==> config.mk <==
export PLATFORM = sky130hd
export DESIGN_NAME = alu_decode_unit
export DESIGN_NICKNAME = d
export VERILOG_FILES = /design/src/rtl/alu_dec_pkg.sv /design/src/rtl/alu_dec_core.sv /design/src/rtl/alu_decode_unit.sv
export SDC_FILE = /design/constraint.sdc
export NUM_CORES = 1
export LEC_CHECK = 0
export ABC_AREA = 1
export CAP_MARGIN = 0
export CORE_ASPECT_RATIO = 0.7
export CORE_MARGIN = 3
export CORE_UTILIZATION = 35
export CTS_CLUSTER_SIZE = 8
export DETAILED_ROUTE_END_ITERATION = 8
export PLACE_DENSITY = 0.61
export SYNTH_ARGS = -nofsm -noshare
export SYNTH_HDL_FRONTEND = slang
export SYNTH_HIERARCHICAL = 1
export SYNTH_SLANG_ARGS = --single-unit
==> constraint.sdc <==
create_clock -name clk -period 4.2 [get_ports clk]
set_input_delay 0.84 -clock clk [delete_from_list [all_inputs] [get_ports clk]]
set_output_delay 0.84 -clock clk [all_outputs]
set_load 0.02 [all_outputs]
==> src/rtl/alu_dec_pkg.sv <==
// Shared opcode, funct, ALU-control and ALUOp encodings for the MIPS EX-stage decoder and ALU.
// Optional logic-immediate support is selected by the ALU_DEC_IMM_LOGIC_EN macro in the users.
package alu_dec_pkg;

    localparam logic [5:0] OP_RTYPE = 6'b000000;
    localparam logic [5:0] OP_LW    = 6'b100011;
    localparam logic [5:0] OP_SW    = 6'b101011;
    localparam logic [5:0] OP_BEQ   = 6'b000100;
    localparam logic [5:0] OP_BNE   = 6'b000101;
    localparam logic [5:0] OP_ADDI  = 6'b001000;
    localparam logic [5:0] OP_J     = 6'b000010;
    localparam logic [5:0] OP_ANDI  = 6'b001100;
    localparam logic [5:0] OP_ORI   = 6'b001101;

    localparam logic [5:0] FN_ADD   = 6'b100000;
    localparam logic [5:0] FN_SUB   = 6'b100010;
    localparam logic [5:0] FN_AND   = 6'b100100;
    localparam logic [5:0] FN_OR    = 6'b100101;
    localparam logic [5:0] FN_SLT   = 6'b101010;
    localparam logic [5:0] FN_NOR   = 6'b100111;

    localparam logic [3:0] ALU_AND  = 4'b0000;
    localparam logic [3:0] ALU_OR   = 4'b0001;
    localparam logic [3:0] ALU_ADD  = 4'b0010;
    localparam logic [3:0] ALU_SUB  = 4'b0110;
    localparam logic [3:0] ALU_SLT  = 4'b0111;
    localparam logic [3:0] ALU_NOR  = 4'b1100;

    typedef enum logic [1:0] {
        ALUOP_ADD   = 2'b00,
        ALUOP_SUB   = 2'b01,
        ALUOP_FUNCT = 2'b10,
        ALUOP_LOGIC = 2'b11
    } alu_op_e;

    typedef struct packed {
        logic    jump;
        logic    branch;
        logic    bne;
        logic    mem_read;
        logic    mem_to_reg;
        logic    mem_write;
        logic    alu_src;
        logic    reg_write;
        logic    reg_dst;
        alu_op_e alu_op;
    } ctrl_t;

    // Unknown R-type functs fall back to add so a stray encoding never stalls the datapath.
    function automatic logic [3:0] alu_ctrl_from_funct(input logic [5:0] funct);
        case (funct)
            FN_ADD:  return ALU_ADD;
            FN_SUB:  return ALU_SUB;
            FN_AND:  return ALU_AND;
            FN_OR:   return ALU_OR;
            FN_SLT:  return ALU_SLT;
            FN_NOR:  return ALU_NOR;
            default: return ALU_ADD;
        endcase
    endfunction

endpackage

==> src/rtl/alu_dec_core.sv <==
// Purely combinational WIDTH-bit ALU: selects and/or/add/sub/slt/nor from a 4-bit control code.
module alu_dec_core
    import alu_dec_pkg::*;
#(
    parameter int WIDTH = 32
) (
    input  logic [3:0]       ctrl,
    input  logic [WIDTH-1:0] a,
    input  logic [WIDTH-1:0] b,
    output logic [WIDTH-1:0] result
);

    always_comb begin
        // NOTE: default assignment first so every path drives result and no latch is inferred.
        result = '0;
        case (ctrl)
            ALU_AND: result = a & b;
            ALU_OR:  result = a | b;
            ALU_ADD: result = a + b;
            ALU_SUB: result = a - b;
            ALU_SLT: result = {{(WIDTH-1){1'b0}}, ($signed(a) < $signed(b))};
            ALU_NOR: result = ~(a | b);
            default: result = '0;
        endcase
    end

endmodule

==> src/rtl/alu_decode_unit.sv <==
// Main-control decoder, ALU-control decoder and registered 32-bit ALU for the MIPS EX stage.
// Define ALU_DEC_IMM_LOGIC_EN to decode andi/ori with a zero-extended 16-bit immediate.
module alu_decode_unit
    import alu_dec_pkg::*;
#(
    parameter int WIDTH = 32
) (
    input  logic             clk,
    input  logic             reset,
    input  logic [5:0]       opcode,
    input  logic [5:0]       funct,
    input  logic [WIDTH-1:0] rs_data,
    input  logic [WIDTH-1:0] rt_data,
    input  logic [WIDTH-1:0] imm_ext,
    output logic             jump,
    output logic             branch,
    output logic             bne,
    output logic             mem_read,
    output logic             mem_to_reg,
    output logic             mem_write,
    output logic             alu_src,
    output logic             reg_write,
    output logic             reg_dst,
    output logic [1:0]       alu_op,
    output logic [3:0]       alu_ctrl,
    output logic [WIDTH-1:0] result_q,
    output logic             zero_q
);

    ctrl_t            w_ctrl;
    logic [3:0]       w_alu_ctrl;
    logic [WIDTH-1:0] w_operand_b;
    logic [WIDTH-1:0] w_result;
    logic [WIDTH-1:0] r_result;
    logic             r_zero;

    always_comb begin
        w_ctrl        = '0;
        w_ctrl.alu_op = ALUOP_ADD;
        case (opcode)
            OP_RTYPE: begin
                w_ctrl.reg_dst   = 1'b1;
                w_ctrl.reg_write = 1'b1;
                w_ctrl.alu_op    = ALUOP_FUNCT;
            end
            OP_LW: begin
                w_ctrl.alu_src    = 1'b1;
                w_ctrl.mem_to_reg = 1'b1;
                w_ctrl.reg_write  = 1'b1;
                w_ctrl.mem_read   = 1'b1;
            end
            OP_SW: begin
                w_ctrl.alu_src   = 1'b1;
                w_ctrl.mem_write = 1'b1;
            end
            OP_BEQ: begin
                w_ctrl.branch = 1'b1;
                w_ctrl.alu_op = ALUOP_SUB;
            end
            OP_BNE: begin
                w_ctrl.bne    = 1'b1;
                w_ctrl.alu_op = ALUOP_SUB;
            end
            OP_ADDI: begin
                w_ctrl.alu_src   = 1'b1;
                w_ctrl.reg_write = 1'b1;
            end
            OP_J: begin
                w_ctrl.jump = 1'b1;
            end
`ifdef ALU_DEC_IMM_LOGIC_EN
            OP_ANDI, OP_ORI: begin
                w_ctrl.alu_src   = 1'b1;
                w_ctrl.reg_write = 1'b1;
                w_ctrl.alu_op    = ALUOP_LOGIC;
            end
`endif
            default: ;
        endcase
    end

    always_comb begin
        w_alu_ctrl = ALU_ADD;
        case (w_ctrl.alu_op)
            ALUOP_ADD:   w_alu_ctrl = ALU_ADD;
            ALUOP_SUB:   w_alu_ctrl = ALU_SUB;
            ALUOP_FUNCT: w_alu_ctrl = alu_ctrl_from_funct(funct);
`ifdef ALU_DEC_IMM_LOGIC_EN
            ALUOP_LOGIC: w_alu_ctrl = opcode[0] ? ALU_OR : ALU_AND;
`else
            // Unreachable without logic-immediate support; add keeps the select defined.
            ALUOP_LOGIC: w_alu_ctrl = ALU_ADD;
`endif
            default:     w_alu_ctrl = ALU_ADD;
        endcase
    end

`ifdef ALU_DEC_IMM_LOGIC_EN
    // andi/ori take the raw low half of the immediate, not the sign-extended value.
    assign w_operand_b = (w_ctrl.alu_op == ALUOP_LOGIC) ? {{(WIDTH-16){1'b0}}, imm_ext[15:0]}
                                                        : (w_ctrl.alu_src ? imm_ext : rt_data);
`else
    assign w_operand_b = w_ctrl.alu_src ? imm_ext : rt_data;
`endif

    alu_dec_core #(
        .WIDTH (WIDTH)
    ) u_core (
        .ctrl   (w_alu_ctrl),
        .a      (rs_data),
        .b      (w_operand_b),
        .result (w_result)
    );

    always_ff @(posedge clk or posedge reset) begin
        if (reset) begin
            r_result <= '0;
            r_zero   <= 1'b1;
        end else begin
            // NOTE: non-blocking assignments keep registered state race-free across always_ff blocks.
            r_result <= w_result;
            r_zero   <= (w_result == '0);
        end
    end

    assign jump       = w_ctrl.jump;
    assign branch     = w_ctrl.branch;
    assign bne        = w_ctrl.bne;
    assign mem_read   = w_ctrl.mem_read;
    assign mem_to_reg = w_ctrl.mem_to_reg;
    assign mem_write  = w_ctrl.mem_write;
    assign alu_src    = w_ctrl.alu_src;
    assign reg_write  = w_ctrl.reg_write;
    assign reg_dst    = w_ctrl.reg_dst;
    assign alu_op     = w_ctrl.alu_op;
    assign alu_ctrl   = w_alu_ctrl;
    assign result_q   = r_result;
    assign zero_q     = r_zero;

endmodule

## Yosys cells after proc, flatten, opt, wreduce, memory -nomap -nowiden

Index checks and enable logic that the tools add are counted.
W data, S select, Z words.

- Output and inout bits: 48
- Flip-flop bits (word level): 33
- Bits of input ports: 110
- Word-level logic and storage cells: 48

- Eq/ne operators: 19
- Reductions and logical operators: 8
- Add/subtract/negate cells: 2
- Bitwise logic cells: 3
- Mux-type cells: 13
- Order comparisons: 1

Operator list:

| kind | count |
|---|---|
| $pmux W32 S6 | 1 |
| $eq A6 B6 Y1 const B | 7 |
| $add A32 B32 Y32 | 1 |
| $and A32 B32 Y32 | 1 |
| $logic_not A32 Y1 | 1 |
| $lt A32 B32 Y1 | 1 |
| $mux W32 | 1 |
| $not A32 Y32 | 1 |
| $or A32 B32 Y32 | 1 |
| $sub A32 B32 Y32 | 1 |
| $pmux W4 S5 | 1 |
| $eq A6 B3 Y1 const B | 2 |
| $pmux W4 S3 | 1 |
| $eq A4 B3 Y1 const B | 2 |
| $mux W1 | 7 |
| $eq A6 B2 Y1 const B | 1 |
| $eq A6 B4 Y1 const B | 1 |
| $logic_not A6 Y1 | 1 |
| $reduce_or A3 Y1 | 2 |
| $eq A2 B2 Y1 const B | 2 |
| $eq A4 B1 Y1 const B | 1 |
| $eq A4 B2 Y1 const B | 1 |
| $eq A4 B4 Y1 const B | 1 |
| $logic_not A4 Y1 | 1 |
| 5 further kinds | 6 |

## Depth between registers and ports, before layout

Gate-level depths: netlist of the first run.

- Depth in word-level cells: 9
- Mapped depth: 27
- Depth with buffers taken out: 25

## Cells and area by module

The synthesis of the first run kept the hierarchy.

By module, submodules not included:

| module | sequential area each (um^2) | times used | cells an instance | area an instance (um^2) |
|---|---|---|---|---|
| alu_dec_core | 0.0 | 1 | 1282 | 6452.4 |
| alu_decode_unit | 827.0 | 1 | 229 | 1719.1 |

## Least setup slack after synthesis of the first run

Ideal clock, no wire load.

- Path kind: input-to-reg
- From: in opcode[0]
- To: reg r_zero, in the netlist zero_q
- Data arrival time: 3403 ps
- Cell stages on the path: 17
- Slack: 730 ps
- Required time: 4133 ps
- Library setup time: 67 ps
- Buffers on the path: 1
- Cell sequence: nor2_1 > nand4_1 > inv_1 > ha_1 > inv_1 > nor2_1 > nor2_1 > nand3_1 > clkbuf_1 > nor2_1 > a221oi_1 > o211ai_1 > nor2_1 > nand2_1 > nor2_1 > nand2_1 > nor2_1

- Cells in the longest elaborated chain, start to end: 9
- Elaborated cells between the ends (all ways): 31
- Classes of those cells: add/sub (2); order compare (1); eq/ne (13); mux (5); bitwise (3); reduce/logical (7)

RTL lines:

| what | RTL line | source |
|---|---|---|
| from (decl) | alu_decode_unit.sv:10 | `input logic [5:0] opcode,` |
| $eq A6 B3 Y1 | alu_decode_unit.sv:40 | `case (opcode)` |
| $reduce_or A2 Y1 (no source line) | n/a |  |
| $pmux W2 S2 * | alu_decode_unit.sv:40 |  |
| $eq A2 B2 Y1 or $logic_not A2 Y1 (tied branches) | alu_decode_unit.sv:84 | `case (w_ctrl.alu_op)` |
| $reduce_or A2 Y1 (no source line) | n/a |  |
| $pmux W4 S3 * | alu_decode_unit.sv:84 |  |
| net alu_ctrl[3] | alu_decode_unit.sv:25 | `output logic [3:0] alu_ctrl,` |
| $eq A4 B4 Y1 (tied with other cells) | alu_dec_core.sv:16 | `case (ctrl)` |
| $pmux W32 S6 * | alu_dec_core.sv:16 |  |
| net w_result[5] | alu_decode_unit.sv:33 | `logic [WIDTH-1:0] w_result;` |
| $logic_not A32 Y1 * | alu_decode_unit.sv:122 | `r_zero <= (w_result == '0);` |
| to (signal assigned) | alu_decode_unit.sv:122 |  |
| to (decl) | alu_decode_unit.sv:35 | `logic r_zero;` |

Mark *: on every way through the listed nets, which the timed path passes. The rest lies on a longest branch.

## Worst setup path in the final report of the first run

- From: in opcode[5]
- To: reg r_zero, in the netlist zero_q

- Cells in the longest elaborated chain, start to end: 9
- Elaborated cells between the ends (all ways): 31
- Classes of those cells: add/sub (2); order compare (1); eq/ne (13); mux (5); bitwise (3); reduce/logical (7)

RTL lines:

| what | RTL line |
|---|---|
| branches (longest 7 deep; another with $sub A32 B32 Y32) | n/a |
| $pmux W32 S6 * | alu_dec_core.sv:16 |
| net w_result[16] | alu_decode_unit.sv:33 |
| $logic_not A32 Y1 * | alu_decode_unit.sv:122 |

Mark *: on every way through the listed nets, which the timed path passes.

==> results of run 1 <==
==> cell families (layout without fill, tap and decap cells) <==
group / count (synthesis) / in the layout / share of synthesized area, %
fa+ha+maj: 107 / 107 / 16.6
buf+inv: 347 / 774 / 17.1
simple gates: 903 / 903 / 46.5
compound gates: 116 / 116 / 9.17
flops: 33 / 33 / 10.1
xor+xnor: 5 / 5 / 0.536
==> worst max path at each step <==
stage,startpoint,endpoint,slack (ns),cells after the start
5_1_grt,opcode[0],zero_q$_DFF_PP1_,0.19,26
6_report,opcode[5],zero_q$_DFF_PP1_,0.36,21
3_5_place_dp,opcode[1],zero_q$_DFF_PP1_,-0.38,27
4_1_cts,opcode[0],zero_q$_DFF_PP1_,0.006,24
2_1_floorplan,opcode[0],zero_q$_DFF_PP1_,0.73,17
3_3_place_gp,opcode[2],zero_q$_DFF_PP1_,-0.36,25
==> placed cells by master, fill, tap and decap left out, drive strengths merged, types with 4 or more instances in the layout <==
master and n:
a21oi 46, ha 105, and3 4, nand2 512
o21bai 9, dlymetal6s2s 6, nor3 13, xor2 5
a221oi 29, nor2 168, clkbuf 11, nor4 6
o21ai 22, clkdlybuf4s50 151, inv 300, nand4 15
buf 305, nand3 178, dfrtp 32, o211ai 4
==> cell usage after synthesis <==
library cell  number  area, µm²
o211ai_1           4       30.0
nand3b_4           1       20.0
and3_1             4       25.0
buf_6              4       45.0
nor2_1           161        604
o21ai_0           22        110
a21oi_1           44        220
nor3_1            11       55.1
a21oi_2            2       17.5
xor2_1             5       43.8
or2_2              2       12.5
o22ai_1            1       6.26
buf_1              1       3.75
clkbuf_2           1       5.00
o311ai_0           1       8.76
o2111a_1           1       11.3
nand2_4            1       11.3
nand3_2            5       50.1
nand2_1          508       1910
buf_2             24        120
nor4_1             5       31.3
fa_1               2       40.0
buf_4              8       60.1
inv_1            297       1110
clkinv_1           1       3.75
dfstp_2            1       26.3
nand3_1          173        866
nor2_2             6       37.5
nor4_2             1       12.5
dfrtp_1           32        801
ha_1             105       1310
o221ai_1           2       17.5
clkbuf_1           8       30.0
nor2_4             1       11.3
nand2_2            3       18.8
nand3b_1           2       15.0
nor3_2             2       20.0
inv_2              3       11.3
a221oi_1          29        254
and2_1             2       12.5
a31oi_1            1       6.26
o21bai_1           9       67.6
nand4_1           15       93.8
==> layer usage <==
metal / up-vias / global-route usage [%] / share of wire, %
met5: - / 0 / 0
met4: 0 / 3.02 / 0.52
met3: 15 / 7.94 / 12
met2: 454 / 35.4 / 36
met1: 4847 / 44.5 / 51
li1: 5528 / - / -
==> power breakdown <==
part	internal [mW]	leakage [nW]	total, mW	switching (mW)
registers	0.386	0.380	0.401	0.0153
clock network	0.218	0.0652	0.322	0.103
logic	0.901	6.88	1.94	1.04
total	1.50	7.32	2.67	1.16
==> per-stage QoR <==
stage | TNS [ns] | instances | power (mW)
after floorplan | 0 | 1511 | 1.25
after global placement | -0.461 | 2236 | 2.18
after detailed placement | -0.455 | 2236 | 2.19
after CTS | 0 | 2244 | 2.53
after global routing | 0 | 2250 | 2.87
final | 0 | 2250 | 2.67
==> sequential cells by signal, indices dropped and copies added (netlist names) <==
| register | count |
|---|---|
| result_q | 32 |
| zero_q | 1 |
==> area by class of cell <==
cell class | count | area, µm²
repair buffers | 465 | 4090
clock buffers | 8 | 136
multi-input cells | 1131 | 6580
fillers | 2274 | 9640
well taps | 312 | 390
flip-flops and latches | 33 | 827
inverters | 301 | 1130
==> repair_timing <==
| action | 4_1_cts | 5_1_grt |
|---|---|---|
| cloned | 0 | 3 |
| resized for setup | 10 | 142 |
| setup buffers | 0 | 3 |
| setup endpoints to repair | 1 | 7 |
| hold endpoints to repair | 0 | 0 |
| pin swaps | 0 | 21 |
==> out/qor.csv, run 1 <==
metric;value;unit
CP most frequent cell;nor2_1;
Final WS setup;0.357;ns
Final Cell Area;13200;µm²
Max clock buf depth;2;
GPL Wtd Cong;0.989;
TritonRoute pass-1 iters;7;
Setup violations, final;0;
Crit Path Max Fanout;22;
Tmin final;3.84;ns
vias in the first global route;9762;
crit path cell chain;dlymetal6s2s_1, nor2_4, buf_4, nand3_1, nor2_1, ha_1, or2_2, nand2_1, nor2_1, nand2_1, inv_1, buf_12, buf_4, a221oi_1, buf_4, nand3_1, nor2_1, nand2_1, nor2_1, nand2_1, nor2_1;
synth warn;6;
Arr. time, crit path;4.04;ns
CP Data Required Time;4.40;ns
CP Class;primary input to flop;
PortBufs;157;
# hold bufs at CTS;0;
max incr delay on CP;0.49;ns
HP Class;primary input to async pin;
dpl hpwl;31100;µm
Via density;4.82;
die area;25200;µm²
initial DRC count;979;
GRT Util Overall;27.4;%
Clock transition at path regs;0.04;ns
grt total ovfl;0;
syn_nets;1728;
core area;22800;µm²
clk root buf;clkbuf_16;
via count;10800;
Final Cycle Share;91.5;%
Yosys cell types;43;
Worst path slowest cell;a221oi_1;
final wirelength;36200;µm
H-tree levels;2;
final hold vios;0;
Startpoint Class;primary input;
pwr dens;203;nW/µm²
initial antenna violation count;0;
fin. max-slew vios;0;
post-synthesis sequential area ratio;10.1;%
Sink Count;33;
Hold Slack;1.15;ns
Area Growth Syn to Fin;61.0;%
largest net degree at the start of global routing;34;
Max Cap Viol;0;
post-synthesis cell count;1511;
die extent in x;189;µm
status;completed;
Final Util;57.7;%
layout cell share with drive strength beyond 1;23.4;%
first-pass GRT wire length;53700;µm
worst-margin pin slew;1.08;ns
Slew HR;28.1;%
Starting Density;35.9;%
Mean Syn Cell Area;5.41;µm²
Die Y;134;µm
Ant. Diodes;0;
Lkg Pwr;7.32;nW
total CTS buffers;5;
Nets;2154;
Synth Register Bits;33;
TritonCTS clock tree;built;
CP top delay family;simple AND/OR/NAND/NOR gates;
WL/cell;16.1;µm
peak supply drop;250;µV
synthesized cell area;8170;µm²
DP Worst Slack;-0.376;ns
Rows;46;
antenna viol nets, final;0;
fmax;0.260;GHz
Post-route DRC;0;
RSZ-0062 raised after global routing;no;
critical path capture point type;flop;
# IOs;158;
placed cell area;12200;µm²
CP bufs+invs;6;
Power figures use the tool's default switching activity.
==> run 2, diff against run 1 <==
- SETUP_SLACK_MARGIN: unset -> 0.3
- clock period: 4.2 -> 4.26 ns (I/O delays scaled with it)
==> out/qor.csv, run 2 (synthesis gave the netlist of run 1 again) <==
metric;value;unit
TritonRoute pass-1 iters;8;
Area Growth Syn to Fin;55.3;%
Ant. Diodes;0;
final wirelength;36200;µm
Post-Layout Cell Count;2217;
worst setup path startpoint;opcode[0];
filler cell count;2414;
Final Cycle Share;89.0;%
clk root buf;clkbuf_16;
fmax;0.264;GHz
Final WS setup;0.469;ns
Power Total;2.59;mW
initial antenna violation count;0;
Clock power frac;12.8;%
PortBufs;157;
worst-margin pin slew;1.09;ns
Post-route DRC;0;
die extent in x;189;µm
H-tree levels;2;
peak supply drop;214;µV
Via density;4.86;
Clock transition at path regs;0.05;ns
TritonCTS clock tree;built;
antenna viol nets, final;0;
critical path capture point type;flop;
vias in the first global route;9816;
Rows;46;
# IOs;158;
Slew HR;27.6;%
commonest non-fill, non-tap cell in the layout;nand2_1;
status;completed;
Tmin final;3.79;ns
Nets;2122;
most frequent cells in the layout;nand2_1 (490), inv_1 (296), buf_4 (267), nand3_1 (156), clkdlybuf4s50_1 (149);
Net Switching;1.14;mW
CP Data Required Time;4.46;ns
Starting Density;35.9;%
DP Worst Slack;-0.262;ns
Sink Count;33;
Internal;1.45;mW
die area;25200;µm²
via count;10800;
first-pass GRT wire length;54100;µm
WL/cell;16.3;µm
core area;22800;µm²
Comb pwr share;72.0;%
HP Class;primary input to async pin;
layout cell share with drive strength beyond 1;21.4;%
Setup violations, final;0;
final hold vios;0;
dpl hpwl;31300;µm
initial DRC count;828;
GPL Wtd Cong;0.976;
largest net degree at the start of global routing;34;
grt total ovfl;0;
max reg flops;32;
Die Y;134;µm
Hold Slack;1.17;ns
Arr. time, crit path;3.99;ns
pwr dens;204;nW/µm²
total CTS buffers;5;
Lkg Pwr;7.13;nW
CP Class;primary input to flop;
Sequential Power Share;15.2;%
Crit Path Max Fanout;6;
Max clock buf depth;2;
Sw Share;44.1;%
Max Cap Viol;0;
placed cell count;2207;
fin. max-slew vios;0;
RSZ-0062 raised after global routing;no;
Startpoint Class;primary input;
GRT Util Overall;27.5;%
-- run 2: per-stage QoR --
step                      utilization, %  setup TNS, ns  area, µm²
after floorplan                        -              0       8170
after global placement              52.6         -0.225      12000
after detailed placement            52.6         -0.262      12000
after CTS                           53.3              0      12200
after global routing                55.7              0      12700
final                               55.7              0      12700
-- run 2: final cells by class --
cell class / count / area (µm²) / share of cell area, %
Clock buffer: 7 / 143 / 1.12
Sequential cell: 33 / 827 / 6.52
Tap cell: 312 / 390 / 3.08
Multi-Input combinational cell: 1131 / 6450 / 50.8
Inverter: 301 / 1130 / 8.90
Timing Repair Buffer: 433 / 3750 / 29.5
-- run 2: power groups by stage --
stage	Clock, mW	Sequential (mW)	Combinational [mW]
floorplan	0	0.490	0.741
global placement	0	0.399	1.72
detailed placement	0	0.400	1.74
CTS	0.339	0.396	1.74
global route	0.351	0.405	2.02
finish	0.331	0.395	1.87
-- run 2: worst max-delay path, cell delays in order --
cell	delay, ns
dlymetal6s2s_1	0.17
nor2_2	0.20
buf_4	0.14
nand4_1	0.17
ha_1	0.28
nor3_1	0.18
nand2_1	0.08
nor2_1	0.20
nor2_1	0.09
nand2_1	0.12
inv_1	0.11
buf_4	0.18
a221oi_2	0.31
o211ai_1	0.23
buf_4	0.19
nor2_1	0.10
nand2_1	0.07
nor2_2	0.12
nand2_1	0.08
nor2_1	0.11
-- run 2: layer usage --
layer	global-route usage, %	up-vias	wire length (µm)
li1	-	5464	-
met1	44.7	4798	18600
met2	34.1	498	12500
met3	9.82	16	4770
met4	3.22	0	267
met5	0	-	0
-- run 2: path summary, 6_finish.rpt --
| kind | endpoint | slack [ns] | depth (start not counted) |
|---|---|---|---|
| worst max-delay path | zero_q$_DFF_PP1_ | 0.47 | 20 |
| worst min-delay path | result_q[6]$_DFF_PP0_ | 1.17 | 2 |
| max in group asynchronous | result_q[30]$_DFF_PP0_ | 2.44 | 2 |
| min in group clk | result_q[2]$_DFF_PP0_ | 1.54 | 5 |
-- run 2: what timing repair did --
item                       CTS  global route
setup buffers                1             1
hold buffers                 0             0
setup endpoints to repair    3            27
gates cloned                 0             1
pin swaps                    1            16
gates resized for setup      9           119
